===== src/rtl/traffic_pkg.sv =====
// rtl/traffic_pkg.sv - shared definitions for the intersection controller
// Purpose: phase-timer state encoding, light codes and the default tick
//          divider, shared by the phase timer and the light-sequencing FSM.
// Ports:   none (package).
package traffic_pkg;

  typedef enum logic [1:0] {
    IDLE   = 2'd0,
    EXPIRE = 2'd1,
    ARM    = 2'd2,
    RUN    = 2'd3
  } phase_state_t;

  localparam logic [1:0] OFF    = 2'd0;
  localparam logic [1:0] RED    = 2'd1;
  localparam logic [1:0] YELLOW = 2'd2;
  localparam logic [1:0] GREEN  = 2'd3;

  // Clock cycles per second at the 10 kHz system clock.
  localparam int DEFAULT_TICK_DIV = 10000;

endpackage


===== src/rtl/tick_gen.sv =====
// rtl/tick_gen.sv - one-second prescaler for the phase timer
// Purpose: counts 0..TICK_DIV-1 while run is high and wraps.
// Ports:   clk   - system clock
//          reset - synchronous, active-high
//          clear - forces the count to 0 and drops tick
//          run   - advance the count this cycle
//          tick  - registered; high for the cycle in which count == TICK_DIV-1
module tick_gen
  import traffic_pkg::*;
#(
  parameter int TICK_DIV = DEFAULT_TICK_DIV
) (
  input  logic clk,
  input  logic reset,
  input  logic clear,
  input  logic run,
  output logic tick
);

  localparam int PW = (TICK_DIV > 1) ? $clog2(TICK_DIV) : 1;
  localparam logic [PW-1:0] LAST     = PW'(TICK_DIV - 1);
  localparam logic [PW-1:0] PRE_LAST = PW'(TICK_DIV - 2);

  logic [PW-1:0] count;

  // tick is raised one edge early (at PRE_LAST) so that it is a register
  // yet coincides exactly with the cycle holding the terminal count.
  always_ff @(posedge clk) begin
    if (reset || clear) begin
      count <= '0;
      tick  <= 1'b0;
    end else if (run) begin
      count <= (count == LAST) ? '0 : count + PW'(1);
      tick  <= (count == PRE_LAST);
    end else begin
      tick  <= 1'b0;
    end
  end

endmodule


===== src/rtl/phase_timer.sv =====
// rtl/phase_timer.sv - per-phase duration timer for the light sequencer
// Purpose: loads the phase duration from the sequencing FSM, counts whole
//          seconds and strobes finished to advance the FSM.
// Ports:   clk        - system clock, 10 kHz
//          reset      - synchronous, active-high
//          enable     - system enable; low = lights off, timer idles
//          abort      - sensor-driven early end of the running phase
//          seconds_in - phase duration, sampled only in ARM
//          finished   - 1-cycle strobe, FSM may advance
//          busy       - high in ARM or RUN
//          remaining  - whole seconds left in the current phase
//          tick_1s    - 1-cycle pulse at each second boundary in RUN
module phase_timer
  import traffic_pkg::*;
#(
  parameter int TICK_DIV = DEFAULT_TICK_DIV,
  parameter int SEC_W    = 16
) (
  input  logic             clk,
  input  logic             reset,
  input  logic             enable,
  input  logic             abort,
  input  logic [SEC_W-1:0] seconds_in,
  output logic             finished,
  output logic             busy,
  output logic [SEC_W-1:0] remaining,
  output logic             tick_1s
);

  phase_state_t state, state_next;
  logic         finished_next, busy_next;
  logic         tick, gen_clear, gen_run;

  // The prescaler only advances in RUN; leaving RUN for any reason
  // (abort, disable, expiry) restarts the next phase from count 0.
  assign gen_run   = (state == RUN);
  assign gen_clear = !enable || abort || (state != RUN);

  tick_gen #(.TICK_DIV(TICK_DIV)) u_tick_gen (
    .clk   (clk),
    .reset (reset),
    .clear (gen_clear),
    .run   (gen_run),
    .tick  (tick)
  );

  assign tick_1s = tick;

  always_ff @(posedge clk) begin
    if (reset) begin
      state    <= IDLE;
      finished <= 1'b0;
      busy     <= 1'b0;
    end else begin
      state    <= state_next;
      finished <= finished_next;
      busy     <= busy_next;
    end
  end

  always_comb begin
    state_next = state;
    if (!enable) begin
      state_next = IDLE;
    end else begin
      unique case (state)
        IDLE:   state_next = EXPIRE;
        EXPIRE: state_next = ARM;
        ARM:    state_next = (seconds_in == '0) ? EXPIRE : RUN;
        RUN: begin
          if (abort)
            state_next = EXPIRE;
          else if (tick && remaining <= SEC_W'(1))
            state_next = EXPIRE;
        end
        default: state_next = IDLE;
      endcase
    end
  end

  // Outputs are decoded from the next state and registered, so they are
  // valid in the same cycle the state register holds that state.
  always_comb begin
    finished_next = (state_next == EXPIRE);
    busy_next     = (state_next == ARM) || (state_next == RUN);
  end

  always_ff @(posedge clk) begin
    if (reset || !enable) begin
      remaining <= '0;
    end else if (state == ARM) begin
      remaining <= seconds_in;
    end else if (state == RUN) begin
      if (abort)
        remaining <= '0;
      else if (tick && remaining != '0)
        remaining <= remaining - SEC_W'(1);
    end
  end

endmodule


===== config.mk =====
export PLATFORM = sky130hd
export DESIGN_NAME = phase_timer
export DESIGN_NICKNAME = d
export VERILOG_FILES = /design/src/rtl/traffic_pkg.sv /design/src/rtl/tick_gen.sv /design/src/rtl/phase_timer.sv
export SDC_FILE = /design/constraint.sdc
export NUM_CORES = 1
export LEC_CHECK = 0
export ABC_AREA = 1
export BUFFER_PORTS_ARGS = -buffer_cell sky130_fd_sc_hd__buf_4
export CORE_MARGIN = 2
export CORE_UTILIZATION = 35
export DETAILED_ROUTE_END_ITERATION = 8
export GPL_TIMING_DRIVEN = 1
export PLACE_DENSITY_LB_ADDON = 0.12
export SLEW_MARGIN = 30
export SYNTH_ARGS = -nofsm -noshare
export SYNTH_HDL_FRONTEND = slang
export SYNTH_SLANG_ARGS = --single-unit

===== constraint.sdc =====
create_clock -name clk -period 4 [get_ports clk]
set_clock_uncertainty 0.1 [all_clocks]
set_input_delay 0.4 -clock clk [delete_from_list [all_inputs] [get_ports clk]]
set_output_delay 0.4 -clock clk [all_outputs]
set_load 0.05 [all_outputs]

== After elaboration in Yosys (flattened, before gate mapping) ==
Cells that the tools add are included.

* Logic and storage cells: 44
* Output and inout bits: 19
* Bits of input ports: 20
* Flip-flop bits (word level): 35

* $lt $le $gt $ge: 1
* Eq/ne operators: 9
* Mux-type cells: 10
* Add/sub/neg operators: 2
* Bitwise logic cells: 1
* Reduce and logical (&&, ||, !) cells: 15

{| class="wikitable"
|+ Operators with widths
! operator !! count
|-
| two-way mux 16 bit || 4
|-
| equality test 14 bit, second input constant || 2
|-
| less-or-equal comparator 16 x 1 -> 1 bit, second input constant || 1
|-
| logical NOT 16 bit || 1
|-
| nonzero test 16 bit || 1
|-
| subtractor 16 x 1 -> 16 bit, second input constant || 1
|-
| adder 14 x 1 -> 14 bit, second input constant || 1
|-
| two-way mux 14 bit || 1
|-
| equality test 2 bit, second input constant || 4
|-
| two-way mux 2 bit || 4
|-
| one-hot mux 2 bit (4 select lines) || 1
|-
| logical OR 1 bit || 5
|-
| equality test 2 x 1 -> 1 bit, second input constant || 2
|-
| nonzero test 3 bit || 1
|-
| logical AND 1 bit || 2
|-
| logical NOT 2 bit || 1
|-
| inequality test 2 bit, second input constant || 1
|-
| AND reduction 2 bit || 1
|-
| nonzero test 2 bit || 1
|-
| OR reduction 2 bit || 1
|-
| logical NOT 1 bit || 1
|-
| NOT 1 bit || 1
|}

== Longest topological paths before layout ==
Gate-level depths: netlist (run 1).

* Depth in word-level cells: 8
* Depth in mapped cells: 12
* Gate-level depth less buffers: 11

== By module ==
A second synthesis (run 1) with hierarchy kept.

* Cells, all modules: 392
* Area, all modules: 2,348.5 um2

{| class="wikitable"
|+ By module, submodules not included
! module !! instances !! seq. area each (um2) !! cells each !! area each (um2)
|-
| phase_timer || 1 || 400.4 || 277 || 1,521.5
|-
| tick_gen || 1 || 300.3 || 115 || 827.0
|}

== Least setup slack after synthesis (run 1) ==
Ideal clock, no wire load.

* Path kind: register -> register
* Start: reg remaining[0]
* End: reg remaining[14]
* Arrival: 1.741 ns
* Clock period less this slack: 1.954 ns
* Buffers on the path: 1
* Slack: 2.046 ns
* Stages on the path, launching flop included: 12
* Required time: 3.787 ns
* Setup time: 0.113 ns
* Cells stage by stage: dfxtp_1 -> inv_1 -> ha_1 -> nand2_1 -> nor2_1 -> nand2_1 -> nand2_1 -> nand2_1 -> buf_2 -> nand3_1 -> nor2_1 -> nor2_1

* Cells in the longest elaborated chain, start to end: 5
* Elaborated cells between the ends (all ways): 9
* Classes of those cells: add/sub: 1; mux: 4; reduce/logical: 4

{| class="wikitable"
|+ RTL lines
! element !! line !! text
|-
| start: declaration || phase_timer.sv:26 || <nowiki>output logic [SEC_W-1:0] remaining,</nowiki>
|-
| start signal: assignment || phase_timer.sv:92 || <nowiki>remaining <= seconds_in;</nowiki>
|-
| start signal: assignment || phase_timer.sv:97 || <nowiki>remaining <= remaining - SEC_W'(1);</nowiki>
|-
| subtractor 16 x 1 -> 16 bit || phase_timer.sv:97 ||
|-
| two-way mux 16 bit || phase_timer.sv:96 || <nowiki>else if (tick && remaining != '0)</nowiki>
|-
| two-way mux 16 bit || phase_timer.sv:94 || <nowiki>if (abort)</nowiki>
|-
| two-way mux 16 bit || phase_timer.sv:93 || <nowiki>end else if (state == RUN) begin</nowiki>
|-
| two-way mux 16 bit || phase_timer.sv:91 || <nowiki>end else if (state == ARM) begin</nowiki>
|}

Parallel ways exist; a longest one is shown, timed or not. The select of a mux whose other input is x is not followed.
A chain may end at the register's enable or synchronous reset.

== Final worst setup path (run 1) ==
* Start: reg state[1]
* End: reg remaining[5]

* Cells in the longest elaborated chain, start to end: 3
* Elaborated cells between the ends (all ways): 6
* Classes of those cells: eq/ne: 2; mux: 1; reduce/logical: 3

{| class="wikitable"
|+ RTL lines
! element !! line !! text
|-
| start: declaration || phase_timer.sv:30 || <nowiki>phase_state_t state, state_next;</nowiki>
|-
| start signal: assignment || phase_timer.sv:55 || <nowiki>state <= state_next;</nowiki>
|-
| equality test 2 bit, on equally long branches || phase_timer.sv:91, phase_timer.sv:93 ||
|-
| nonzero test 3 bit (no line) or nonzero test 2 bit (tied branches) || -- ||
|-
| AND reduction 2 bit (no line) || -- ||
|}

Parallel ways exist; a longest one is shown, timed or not.

==> flow_metrics.py, run 1 <==
metrics = {
    "floorplanning": {
        "die-width_um": 83.5,
        "dieArea_um2": 6970,
        "core_area_um2": 6030,
        "die_h_um": 83.5,
        "rows": 28,
        "start_util_pct": 36.7,
        "ioPinCount": 39,
    },
    "layout": {
        "post-route-util_pct": 43.8,
        "fin_nets": 440,
        "multi_input_area_um2": 1270,
        "mostFrequentLayoutCell": "nand2_1",
        "diodes": 0,
        "area_growth_pct": 19.3,
        "fillers": 663,
        "layout_common_cells": "nand2_1, nor2_1, inv_1",
        "layout-drive-gt1-share_pct": 13.9,
        "register_area_um2": 701,
    },
    "synth": {
        "ys_seq_area_share_pct": 31.7,
        "syn_area_um2": 2210,
        "synth.avg_cell_area_um2": 5.88,
        "async_reset_ff_share_pct": 0,
        "synth_fp_nets": 401,
        "syn_inst": 376,
        "ys_warn_count": 0,
        "synth.distinct_cells": 28,
        "synth_flop_cell": "dfxtp_1",
        "ys_seq_elements": 35,
        "synth_edf_count": 0,
    },
    "power": {
        "leakagePower_nw": 1.35,
        "intPower_mw": 0.512,
        "p_per_area_nw_per_um2": 271,
        "combPwrFrac_pct": 14.2,
        "switching_share_pct": 28.6,
        "power.switching_mw": 0.205,
        "vdd_drop_max_mv": 0.128,
        "pwr-share-clk_pct": 36.1,
        "p_seq_share_pct": 49.7,
    },
    "outcome": {
        "outcome": "finished clean",
    },
    "sta": {
        "report.final.slew_viol_count": 0,
        "fin_setup_tns_ps": 0,
        "fmax_mhz": 432,
        "rsz0062_at_grt": "false",
        "worst_pin_slew_ps": 814,
        "setup_viol": 0,
        "slew_headroom_pct": 45.7,
        "period_share_pct": 57.9,
        "hold_viol_final": 0,
        "period_minus_slack_ps": 2310,
    },
    "route": {
        "dr.pass1.iters": 5,
        "drt_iter0_markers": 103,
        "ant_nets": 0,
        "drc": 0,
        "drt-vias-per-instance": 4.81,
        "via_count": 2360,
        "post_drt_wl_per_cell_um": 11.7,
        "routed_wl_mm": 5.75,
    },
    "critical_path": {
        "cp-end-kind": "register",
        "cp.arrival_ps": 2440,
        "required_ps": 4120,
        "r2r_setup_slack_ps": 1690,
        "path_max_fanout": 22,
        "start_kind": "register",
        "reg2reg_from": "state[1]",
        "r2r_end": "remaining[5]",
        "crit_type": "reg -> reg",
        "rr_worst_depth": 8,
    },
    "worst_hold_path": {
        "holdCritStartpoint": "abort",
        "hp-class": "in -> reg",
        "hold_depth": 2,
        "hold_end": "u_tick_gen.count[1]",
    },
    "cts": {
        "h-tree-depth": 2,
        "cts_hold_buffers": 0,
        "clock_path_buffers": 2,
        "postCtsSetupBuffers": 0,
        "cts_tree": "done",
        "path_clk_slew_ps": 80,
        "post_cts_resize_count": 0,
        "clk_latency_ps": 290,
        "numClockSinks": 35,
        "numCtsBuffers": 5,
        "clockRootBuffer": "clkbuf_8",
    },
    "placed_design": {
        "numPortBuffers": 38,
        "place_hpwl_mm": 4.24,
        "gp_congestion": 0.881,
    },
    "global_routing": {
        "grt_pass1_vias": 2075,
        "track_usage_pct": 16.6,
        "grt_pass1_wl_mm": 9.61,
        "grt_remaining_overflow": 0,
        "antenna_found_initial": 0,
        "grt_max_degree": 23,
    },
    "flow_run": {
        "cap_violations": 0,
    },
}
-- cell type report --
| type | count | area share [%] |
|---|---|---|
| multi-input cells | 281 | 48.2 |
| flip-flops and latches | 35 | 26.5 |
| repair buffers | 38 | 10.8 |
| inverters | 54 | 7.68 |
| well taps | 75 | 3.55 |
| clock buffers | 6 | 2.75 |
| clock inverters | 2 | 0.474 |
-- critical path, stage by stage, from the launching register on --
cell,delay [ps]
dfxtp_1,620
nand2_2,250
nand2_2,160
inv_2,130
nand2_1,310
nand2_2,350
nand2_1,150
nand2_1,60
nor2_1,110
-- power groups by stage --
stage	Clock (mW)	Sequential (mW)	Combinational, mW
finish	0.259	0.356	0.101
global route	0.283	0.357	0.115
CTS	0.268	0.356	0.102
detailed placement	0	0.364	0.101
global placement	0	0.364	0.101
floorplan	0	0.372	0.0597
-- how the worst max path moves through the flow --
stage                       from            end  cells past startpoint
finish                  state[1]   remaining[5]                      8
floorplan           remaining[0]  remaining[14]                     11
detailed placement      state[1]   remaining[5]                      8
global route            state[1]   remaining[5]                      8
global placement        state[1]   remaining[6]                      8
CTS                     state[1]   remaining[5]                      8
-- logic make-up (layout without fill, tap and decap cells) --
logic type | count (synthesis) | in the layout | share of synthesized area (%)
flops | 35 | 35 | 31.7
simple gates | 238 | 238 | 44.3
buf+inv | 60 | 100 | 10.8
xor+xnor | 2 | 2 | 0.792
fa+ha+maj | 5 | 5 | 2.83
compound gates | 36 | 36 | 9.62
-- state kept, by name (all words and copies together), names as in the netlist --
register,flops
u_tick_gen.count,14
finished,1
remaining,16
state,2
u_tick_gen.tick,1
busy,1
-- cell usage after synthesis (2+ instances only) --
master,n,area [µm²]
a21oi_1,16,80.1
buf_2,2,10.0
clkbuf_1,2,7.51
dfxtp_1,35,701
ha_1,5,62.6
inv_1,51,191
inv_2,3,11.3
nand2_1,102,383
nand2_2,4,25.0
nand3_1,33,165
nand4_1,2,12.5
nor2_1,86,323
nor2_2,3,18.8
nor3_1,5,25.0
o21a_1,2,15.0
o21ai_0,11,55.1
o22ai_1,2,12.5
xor2_1,2,17.5
-- stage by stage --
step | std cells | hold slack, ps | instance area (µm²) | total power, mW | setup WS, ps
after floorplan | 376 | 361 | 2210 | 0.432 | 2050
after global placement | 483 | 391 | 2550 | 0.465 | 1860
after detailed placement | 483 | 382 | 2550 | 0.465 | 1690
after CTS | 491 | 212 | 2640 | 0.725 | 1680
after global routing | 491 | 220 | 2640 | 0.755 | 1450
final | 491 | 216 | 2640 | 0.716 | 1690
-- routing by layer --
layer | track usage, % | vias to the layer above | routed length, µm
li1 | - | 1244 | -
met1 | 25.0 | 1040 | 2980
met2 | 24.8 | 69 | 2320
met3 | 2.47 | 7 | 390
met4 | 4.25 | 0 | 59
met5 | 0 | - | 0
Power figures use the tool's default switching activity.
==> inputs of run 2 (changes only) <==
==> constraint.sdc (replaced) <==
create_clock -name clk -period 2.2 [get_ports clk]
set_clock_uncertainty 0.1 [all_clocks]
set_input_delay 0.22 -clock clk [delete_from_list [all_inputs] [get_ports clk]]
set_output_delay 0.22 -clock clk [all_outputs]
set_load 0.05 [all_outputs]
==> flow_metrics.py, run 2 (synthesis gave the netlist of run 1 again) <==
metrics = {
    "outcome": {
        "outcome": "finished clean",
    },
    "sta": {
        "report.final.slew_viol_count": 0,
        "fin_setup_tns_ps": 0,
        "worst_pin_slew_ps": 423,
        "fmax_mhz": 560,
        "setup_viol": 0,
        "rsz0062_at_grt": "false",
        "period_minus_slack_ps": 1790,
        "hold_slack_ps": 15.3,
        "slew_headroom_pct": 71.7,
        "hold_viol_final": 0,
        "period_share_pct": 81.2,
    },
    "cts": {
        "cts_hold_buffers": 0,
        "post_cts_resize_count": 0,
        "h-tree-depth": 2,
        "numCtsBuffers": 5,
        "clock_path_buffers": 2,
        "clk_latency_ps": 290,
        "cts_tree": "done",
        "numClockSinks": 35,
        "path_clk_slew_ps": 80,
        "clockRootBuffer": "clkbuf_8",
        "postCtsSetupBuffers": 0,
    },
    "floorplanning": {
        "ioPinCount": 39,
        "start_util_pct": 36.7,
        "die_h_um": 83.5,
        "rows": 28,
        "die-width_um": 83.5,
        "core_area_um2": 6030,
        "dieArea_um2": 6970,
    },
    "placed_design": {
        "gp_congestion": 0.821,
        "place_hpwl_mm": 4.37,
        "postPlaceCellArea_um2": 2580,
        "dp_cells": 487,
        "numPortBuffers": 38,
    },
    "critical_path": {
        "cp-end-kind": "register",
        "r2r_setup_slack_ps": 410,
        "start_kind": "register",
        "crit_type": "reg -> reg",
        "crit_start": "remaining[0]",
        "cp.arrival_ps": 1880,
        "r2r_end": "remaining[8]",
        "reg2reg_from": "remaining[0]",
        "required_ps": 2290,
        "path_max_fanout": 22,
        "rr_worst_depth": 11,
    },
    "global_routing": {
        "grt_pass1_vias": 2054,
        "grt_max_degree": 23,
        "grt_remaining_overflow": 0,
        "grt_pass1_wl_mm": 9.81,
        "track_usage_pct": 17.3,
        "antenna_found_initial": 0,
    },
    "layout": {
        "post-route-util_pct": 44.8,
        "largest_register": "remaining",
        "area_growth_pct": 21.9,
        "stdcell_count": 495,
        "postLayoutCellArea_um2": 2700,
        "fin_nets": 444,
        "largest_reg_flops": 16,
        "top_regs": "remaining (16), u_tick_gen.count (14), state (2)",
        "mostFrequentLayoutCell": "nand2_1",
        "diodes": 0,
        "layout-drive-gt1-share_pct": 15.0,
        "layout_common_cells": "nand2_1, nor2_1, inv_1",
    },
    "route": {
        "drc": 0,
        "routed_wl_mm": 5.86,
        "drt_iter0_markers": 155,
        "dr.pass1.iters": 4,
        "drt-vias-per-instance": 4.77,
        "post_drt_wl_per_cell_um": 11.8,
        "ant_nets": 0,
        "via_count": 2361,
    },
    "flow_run": {
        "cap_violations": 0,
    },
    "worst_hold_path": {
        "hp-class": "in -> reg",
        "hold_depth": 2,
        "holdCritStartpoint": "abort",
        "hold_end": "u_tick_gen.count[1]",
    },
    "power": {
        "leakagePower_nw": 1.38,
        "vdd_drop_max_mv": 0.324,
        "p_per_area_nw_per_um2": 532,
    },
}
-- run 2: where the power goes --
| part | leakage, nW | internal, mW | switching (mW) |
|---|---|---|---|
| combinational | 1.04 | 0.0734 | 0.119 |
| clock | 0.0581 | 0.338 | 0.260 |
| sequential | 0.283 | 0.639 | 0.00579 |
-- run 2: worst max-delay path by stage --
stage	to	slack (ps)	cells past startpoint
floorplan	remaining[14]	250	11
global placement	remaining[0]	450	10
detailed placement	remaining[8]	420	11
CTS	remaining[8]	400	11
global route	remaining[8]	150	11
finish	remaining[8]	410	11
-- run 2: area by class of cell --
| cell class | count | area (µm²) |
|---|---|---|
| clock buffers | 5 | 68.8 |
| clock inverters | 3 | 43.8 |
| fillers | 656 | 3330 |
| inverters | 54 | 203 |
| multi-input cells | 281 | 1270 |
| flip-flops and latches | 35 | 701 |
| well taps | 75 | 93.8 |
| repair buffers | 42 | 315 |
-- run 2: metrics by stage --
stage | worst slack (ps) | power [mW]
final | 413 | 1.44
after global routing | 149 | 1.52
after CTS | 401 | 1.46
after detailed placement | 418 | 0.851
after global placement | 455 | 0.851
after floorplan | 246 | 0.785
-- run 2: per-layer routing --
metal  global-route usage [%]  vias to the layer above  share of wire [%]
li1                         -                     1258                  -
met1                     25.4                     1036                 52
met2                     25.7                       60                 41
met3                     3.96                        7                6.2
met4                     4.40                        0                1.0
met5                        0                        -                  0
-- run 2: critical path, cell delays in order (launching register included) --
cell	delay (ps)
dfxtp_1	340
inv_1	160
ha_1	170
nand2_1	50
nor2_1	110
nand2_1	60
nand2_1	60
nand2_1	70
nand2_2	350
nand2_1	100
nand2_1	80
nor2_1	40
